### src/rtl/mem_access_ctrl.sv
// Load/store initiator for the 4-lane interleaved data memory: validates requests,
// drives memory pins with lane-replicated store data and returns load results or address errors.
module mem_access_ctrl #(
  parameter int ADDR_W = 16,
  parameter int CNT_W  = 8
) (
  input  logic              clk,
  input  logic              rst_n,
  input  logic              req_valid,
  output logic              req_ready,
  input  logic              req_we,
  input  logic [1:0]        req_width,
  input  logic              req_sign,
  input  logic [31:0]       req_addr,
  input  logic [31:0]       req_wdata,
  output logic              resp_valid,
  input  logic              resp_ready,
  output logic [31:0]       resp_rdata,
  output logic [1:0]        resp_exc,
  output logic              mem_we,
  output logic [1:0]        mem_dwidth,
  output logic              mem_sign,
  output logic [ADDR_W-1:0] mem_addr,
  output logic [31:0]       mem_wdata,
  input  logic [31:0]       mem_rdata,
  input  logic              mem_bit_error,
  output logic [CNT_W-1:0]  err_count
);

  localparam logic [1:0] S_IDLE  = 2'd0;
  localparam logic [1:0] S_ISSUE = 2'd1;
  localparam logic [1:0] S_WAIT  = 2'd2;
  localparam logic [1:0] S_RESP  = 2'd3;

  localparam logic [1:0] EXC_OK = 2'b00;
  localparam logic [1:0] EXC_LD = 2'b01;
  localparam logic [1:0] EXC_ST = 2'b10;

  logic [1:0]        r_state;
  logic              r_we;
  logic [1:0]        r_width;
  logic              r_sign;
  logic [ADDR_W-1:0] r_addr;
  logic [31:0]       r_wdata;
  logic [31:0]       r_rdata;
  logic [1:0]        r_exc;
  logic [CNT_W-1:0]  r_cnt;

  logic              w_out_of_range;
  logic              w_req_err;
  logic [CNT_W-1:0]  w_cnt_next;

  // Any address bit at or above ADDR_W makes the request out of range.
  assign w_out_of_range = (req_addr >> ADDR_W) != '0;
  assign w_req_err = (req_width == 2'b10)
                   | ((req_width == 2'b01) & req_addr[0])
                   | ((req_width == 2'b11) & (req_addr[1:0] != 2'b00))
                   | w_out_of_range;
  assign w_cnt_next = (r_cnt == '1) ? r_cnt : r_cnt + CNT_W'(1);

  always_ff @(posedge clk) begin
    if (!rst_n) begin
      r_state <= S_IDLE;
      r_we    <= 1'b0;
      r_width <= '0;
      r_sign  <= 1'b0;
      r_addr  <= '0;
      r_wdata <= '0;
      r_rdata <= '0;
      r_exc   <= '0;
      r_cnt   <= '0;
    end else begin
      case (r_state)
        S_IDLE: begin
          if (req_valid) begin
            r_we    <= req_we;
            r_width <= req_width;
            r_sign  <= req_sign;
            r_addr  <= req_addr[ADDR_W-1:0];
            r_wdata <= req_wdata;
            r_rdata <= '0;
            if (w_req_err) begin
              r_exc   <= req_we ? EXC_ST : EXC_LD;
              r_cnt   <= w_cnt_next;
              r_state <= S_RESP;
            end else begin
              r_exc   <= EXC_OK;
              r_state <= S_ISSUE;
            end
          end
        end
        S_ISSUE: begin
          if (mem_bit_error) begin
            r_exc   <= r_we ? EXC_ST : EXC_LD;
            r_cnt   <= w_cnt_next;
            r_state <= S_RESP;
          end else if (r_we) begin
            r_state <= S_RESP;
          end else begin
            r_state <= S_WAIT;
          end
        end
        S_WAIT: begin
          r_rdata <= mem_rdata;
          r_state <= S_RESP;
        end
        S_RESP: begin
          if (resp_ready) r_state <= S_IDLE;
        end
        default: r_state <= S_IDLE;
      endcase
    end
  end

  always_comb begin
    case (r_width)
      2'b00:   mem_wdata = {4{r_wdata[7:0]}};
      2'b01:   mem_wdata = {2{r_wdata[15:0]}};
      default: mem_wdata = r_wdata;
    endcase
  end

  assign req_ready  = (r_state == S_IDLE);
  assign resp_valid = (r_state == S_RESP);
  assign resp_rdata = r_rdata;
  assign resp_exc   = r_exc;
  assign mem_we     = (r_state == S_ISSUE) & r_we;
  assign mem_dwidth = r_width;
  assign mem_sign   = r_sign;
  assign mem_addr   = r_addr;
  assign err_count  = r_cnt;

endmodule

### config.mk
export PLATFORM = sky130hd
export DESIGN_NAME = mem_access_ctrl
export DESIGN_NICKNAME = d
export VERILOG_FILES = /design/src/rtl/mem_access_ctrl.sv
export SDC_FILE = /design/constraint.sdc
export NUM_CORES = 1
export LEC_CHECK = 0
export CAP_MARGIN = 30
export CORE_AREA = 10 10 111 113
export DETAILED_ROUTE_END_ITERATION = 8
export DIE_AREA = 0 0 121 123
export GPL_ROUTABILITY_DRIVEN = 1
export HOLD_SLACK_MARGIN = 0.05
export PLACE_DENSITY_LB_ADDON = 0.3
export SLEW_MARGIN = 10
export SYNTH_ARGS = -nofsm -noshare
export SYNTH_HDL_FRONTEND = slang
export SYNTH_SLANG_ARGS = --single-unit
export TNS_END_PERCENT = 1
### constraint.sdc
create_clock -name clk -period 2.4 [get_ports clk]
set_input_delay 0.48 -clock clk [delete_from_list [all_inputs] [get_ports clk]]
set_output_delay 0.48 -clock clk [all_outputs]
set_load 0.02 [all_outputs]
==> flow_summary.ini, run 1 <==
[floorplan]
die_w_um = 121
start_util = 0.394
rows = 37
core_area_mm2 = 0.0101
fp.dieH_um = 123
ios = 201
die-area_mm2 = 0.0149

[run]
maxCapViolations = 0

[grt]
overflow = 0
grt_max_degree = 53
track_usage = 0.170
grt_pass1_wl_um = 20700
grt_pass1_vias = 4071
antenna_found_initial = 0

[sta]
tns_ns = 0
worst_pin_slew_ns = 0.542
period_share = 0.964
whs_ns = 0.459
timing.clock.skew_ns = 0.0102
rsz0062_at_grt = no
hold_violations = 0
fmax_mhz = 432
setup_viol_count_final = 0
relSlewSlack = 0.639
fin_crit_ns = 2.31
layout_setup_ws_ns = 0.0852
slew_viol_final = 0

[detailed_routing]
drtAntennaViolNets = 0
vias_per_cell = 4.91
dr.pass1.iters = 4
drc = 0
vias = 3970
drtIter0Drc = 204
wl_per_cell_um = 16.7
wl_um = 13500

[yosys]
yosys_most_used_dff = dfxtp_1
synth_top_area_cell = dfxtp_1
ys_ff_latch = 96
ys_types = 29
netlist_instances = 487
synth_area_leaders = dfxtp_1, nand2_1, a21oi_1
synth_edf_count = 0
synthTopCellsByCount = nand2_1, dfxtp_1, a21oi_1
synth_top_area_share = 0.481
synth_nets = 598
ys_warn_count = 0
synth.most_common_cell = nand2_1
ys_seq_area_frac = 0.481
syn_area_per_cell_um2 = 8.21
synthArstFlopShare = 0
synth_area_mm2 = 0.00400

[place]
place_area_mm2 = 0.00610
gp_congestion = 0.807
pre_cts_ws_ns = 0.0746
place.port_buffers = 200
dp_hpwl_um = 10100

[final_layout]
n_antenna_cell = 0
multi_input_area_mm2 = 0.00186
ff_latch_area_mm2 = 0.00192
stdcell_area_mm2 = 0.00630
drive_gt1_frac = 0.0729
fillCellCount = 868
area_delta_synth_final_pct = 57.5
fin_nets = 778

[setup_path]
critical_path_required_ns = 1.92
critPathCaptureType = output pin
critPathLaunchType = flip-flop
crit_path_start = mem_dwidth[1]
critPathKind = reg -> out
r2r-start = r_state[1]
worstPathArrival_ns = 1.83
crit_path_max_fanout = 16

[power]
peakVddDrop_mv = 0.669
powerDensity_mw_per_mm2 = 923
leakagePower_uw = 0.00246

[clocking]
clockRootBuffer = clkbuf_8
clock_latency_ns = 0.34
htreeDepth = 3
cts_setup_buffers = 0
clk_path_buf_depth = 2
cts.sinks = 96
cts_buffers = 9
clkTransAtPathRegs_ns = 0.10
cts_tree = built

[outcome]
status = finished clean

[hold_path]
holdCritStartpoint = r_wdata[26]
hold_path.class = reg -> reg
[sequential cells by signal, indices dropped and copies added, names as in the netlist]
signal	count
mem_sign	1
resp_rdata	32
mem_dwidth	2
r_wdata	32
r_we	1
mem_addr	16
resp_exc	2
err_count	8
r_state	2
[layout by cell type, fill, tap and decap left out, drive strengths merged]
cell type / count
nand3: 6
o31ai: 2
nor2: 39
dfxtp: 96
and3: 3
clkdlybuf4s50: 183
nor3b: 1
and2: 3
mux2i: 12
or3: 2
and4: 1
dlymetal6s2s: 8
a22oi: 32
ha: 6
dlygate4sd2: 9
or4: 3
a21oi: 60
clkinv: 2
nor4: 5
nand2b: 6
buf: 11
o21ai: 13
o32ai: 1
clkinvlp: 2
nand2: 128
mux2: 17
o22ai: 2
clkbuf: 11
inv: 8
[worst paths after layout]
check	end	slack (ns)	cells past startpoint
setup / recovery	mem_wdata[16]	0.09	3
setup reg to reg	err_count[3]	0.32	7
hold / removal	r_wdata[26]	0.46	2
hold reg to reg	r_wdata[26]	0.46	2
[critical path, cell delays in order, from the launching register on]
cell and delay, ns:
dfxtp_1 0.36, buf_4 0.22, mux2_2 0.36, clkdlybuf4s50_1 0.54
[metrics by stage]
step / utilization / total power [µW] / instances
5_1_grt: 0.621 / 6180 / 808
2_1_floorplan: - / 3740 / 487
4_1_cts: 0.619 / 5870 / 808
3_5_place_dp: 0.602 / 4900 / 792
6_report: 0.621 / 5810 / 808
3_3_place_gp: 0.602 / 4830 / 792
[where the power goes]
| part | switching, µW | total, µW | internal, µW |
|---|---|---|---|
| registers | 206 | 2100 | 1900 |
| clock network | 575 | 989 | 414 |
| logic | 1530 | 2720 | 1190 |
[cell type report]
class | count | area share
Multi-Input combinational cell | 342 | 0.296
Clock inverter | 5 | 0.00656
Inverter | 7 | 0.00417
Clock buffer | 11 | 0.0225
Timing Repair Buffer | 211 | 0.338
Sequential cell | 96 | 0.305
Tap cell | 136 | 0.0270
[kinds of logic after synthesis]
kind of cell | Yosys count | synth area share
buf+inv | 49 | 0.0563
fa+ha+maj | 6 | 0.0188
mux | 29 | 0.0779
compound gates | 110 | 0.161
flops | 96 | 0.481
simple gates | 197 | 0.206
[what timing repair did]
action | CTS | global route
hold buffers | 0 | 0
endpoints found under the setup margin | 9 | 9
gates resized for setup | 10 | 9
gates cloned | 0 | 0
[per-layer routing]
metal | track usage | up-vias | part of all wire
li1 | - | 1997 | -
met1 | 0.176 | 1825 | 0.40
met2 | 0.305 | 136 | 0.49
met3 | 0.0757 | 12 | 0.10
met4 | 0.0475 | 0 | 0.011
met5 | 0 | - | 0
(Power assumes the default switching activity.)
==> run 2, diff against run 1 <==
--- a/config.mk
+++ b/config.mk
@@ -10,8 +10,9 @@
 export DETAILED_ROUTE_END_ITERATION = 8
 export DIE_AREA = 0 0 121 123
 export GPL_ROUTABILITY_DRIVEN = 1
+export GPL_TIMING_DRIVEN = 0
 export HOLD_SLACK_MARGIN = 0.05
-export PLACE_DENSITY_LB_ADDON = 0.3
+export PLACE_DENSITY = 0.79
 export SLEW_MARGIN = 10
 export SYNTH_ARGS = -nofsm -noshare
 export SYNTH_HDL_FRONTEND = slang
==> run 2 against run 1 <==
Count of clock-buffer cells in the layout decreased by 1. Non-clock buffer count rose by 33. Critical path depth up 1. Global-route usage rose by 2.0 points. Via count rose by 6.4%. Hold slack improved by 0.0019 ns. Sequential power barely moved. Sequential share of layout area decreased by 0.31 points.
==> flow_summary.ini, run 2 (synthesized netlist as in run 1, its figures left out) <==
[setup_path]
ff2ff_setup_slack_ns = 0.25
critPathLaunchType = flip-flop
crit_end = mem_wdata[8]
crit_path_start = mem_dwidth[0]
crit_path_max_fanout = 10
critical_path_required_ns = 1.92
worstPathArrival_ns = 1.84
critPathCaptureType = output pin
reg2regPathDepth = 8
crit-reg2reg-capture = resp_rdata[29]
r2r-start = r_state[0]
critPathKind = reg -> out

[place]
dp_hpwl_um = 11800
placedCellCount = 823
place.port_buffers = 200
gp_congestion = 0.854
pre_cts_ws_ns = -0.400

[clocking]
clockRootBuffer = clkbuf_8
cts_tree = built
cts_buffers = 9
cts.sinks = 96
clk_path_buf_depth = 2
htreeDepth = 3
clkTransAtPathRegs_ns = 0.10
clock_latency_ns = 0.35

[detailed_routing]
wl_um = 14900
wl_per_cell_um = 17.7
drtIter0Drc = 306
dr.pass1.iters = 5
drtAntennaViolNets = 0
vias = 4224
drc = 0
vias_per_cell = 5.02

[sta]
period_share = 0.967
hold_violations = 0
relSlewSlack = 0.654
rsz0062_at_grt = no
timing.clock.skew_ns = 0.0176
slew_viol_final = 0
layout_setup_ws_ns = 0.0801
fmax_mhz = 431
setup_viol_count_final = 0
worst_pin_slew_ns = 0.520
fin_crit_ns = 2.32
tns_ns = 0
whs_ns = 0.461

[final_layout]
drive_gt1_frac = 0.0794
fin_nets = 811
final_cells = 841
final_common_cell = clkdlybuf4s50_1
final_cell_mix = clkdlybuf4s50_1, nand2_1, dfxtp_1
area_delta_synth_final_pct = 59.4
n_antenna_cell = 0

[power]
leakagePower_uw = 0.00247
powerDensity_mw_per_mm2 = 920
p_int_uw = 3500
p_clk_frac = 0.163
p_seq_frac = 0.361
comb_power_share = 0.476
switching_share = 0.402
switchingPower_uw = 2360
peakVddDrop_mv = 0.637

[grt]
grt_max_degree = 17
grt_pass1_vias = 4260
grt_pass1_wl_um = 22600
overflow = 0
track_usage = 0.189
antenna_found_initial = 0

[outcome]
status = finished clean

[floorplan]
fp.dieH_um = 123
ios = 201
die-area_mm2 = 0.0149
start_util = 0.394
rows = 37
core_area_mm2 = 0.0101
die_w_um = 121

[hold_path]
holdCritStartpoint = mem_addr[13]
hold_path.class = reg -> reg
hold_depth = 2

[run]
maxCapViolations = 0
## run 2: cell types whose count changed in the layout (fill, tap and decap cells not counted), moves of 2 or more
| cell | previous run | this run |
|---|---|---|
| buf_2 | 0 | 4 |
| clkbuf_1 | 1 | 28 |
| clkinv_4 | 2 | 0 |
| dlymetal6s2s_1 | 8 | 5 |
| dlygate4sd2_1 | 9 | 12 |
| buf_12 | 3 | 0 |
| clkinv_2 | 0 | 2 |
| buf_4 | 8 | 13 |
| clkdlybuf4s50_1 | 183 | 180 |
## run 2: per-layer routing
| layer | routed length, µm | global-route usage | vias up | part of all wire |
|---|---|---|---|---|
| li1 | - | - | 2062 | - |
| met1 | 6120 | 0.221 | 1932 | 0.41 |
| met2 | 6900 | 0.318 | 210 | 0.46 |
| met3 | 1610 | 0.0711 | 20 | 0.11 |
| met4 | 236 | 0.0558 | 0 | 0.016 |
| met5 | 0 | 0 | - | 0 |
## run 2: through the flow
stage	power [µW]	utilization	cell area, µm²
floorplan	3740	-	4000
global placement	4880	0.609	6170
detailed placement	4940	0.609	6170
CTS	5910	0.627	6360
global route	6250	0.629	6370
finish	5860	0.629	6370
## run 2: critical path, stage by stage (launching register included)
cell and delay [ns]:
dfxtp_1 0.35, clkbuf_8 0.20, nor2_4 0.23, mux2_2 0.38
dlygate4sd2_1 0.33
## run 2: area by class of cell
class                      instances  area (µm²)
fill                             843        3770
timing repair buffer             203        2010
sequential                        96        1930
multi-input combinational        342        1860
buffer                            41         211
tap                              136         170
clock buffer                      10         128
clock inverter                     6        42.5
inverter                           7        26.3
## run 2: power by group through the flow
stage	Sequential [µW]	Clock (µW)	Combinational [µW]
floorplan	2320	0	1420
global route	2150	1060	3040
global placement	2120	0	2760
finish	2110	958	2790
CTS	2110	993	2810
detailed placement	2130	0	2810
## run 2: worst min-delay path by stage
stage	endpoint
2_1_floorplan	r_wdata[16]
3_3_place_gp	r_wdata[16]
3_5_place_dp	mem_addr[13]
4_1_cts	mem_addr[13]
5_1_grt	r_wdata[28]
6_report	mem_addr[13]
## run 2: repair_timing
| item | 4_1_cts | 5_1_grt |
|---|---|---|
| setup buffers | 3 | 0 |
| endpoints found under the setup margin | 24 | 36 |
| hold endpoints to repair | 0 | 0 |
| hold buffers | 0 | 0 |
| resized for setup | 33 | 9 |
| pin swaps | 1 | 1 |
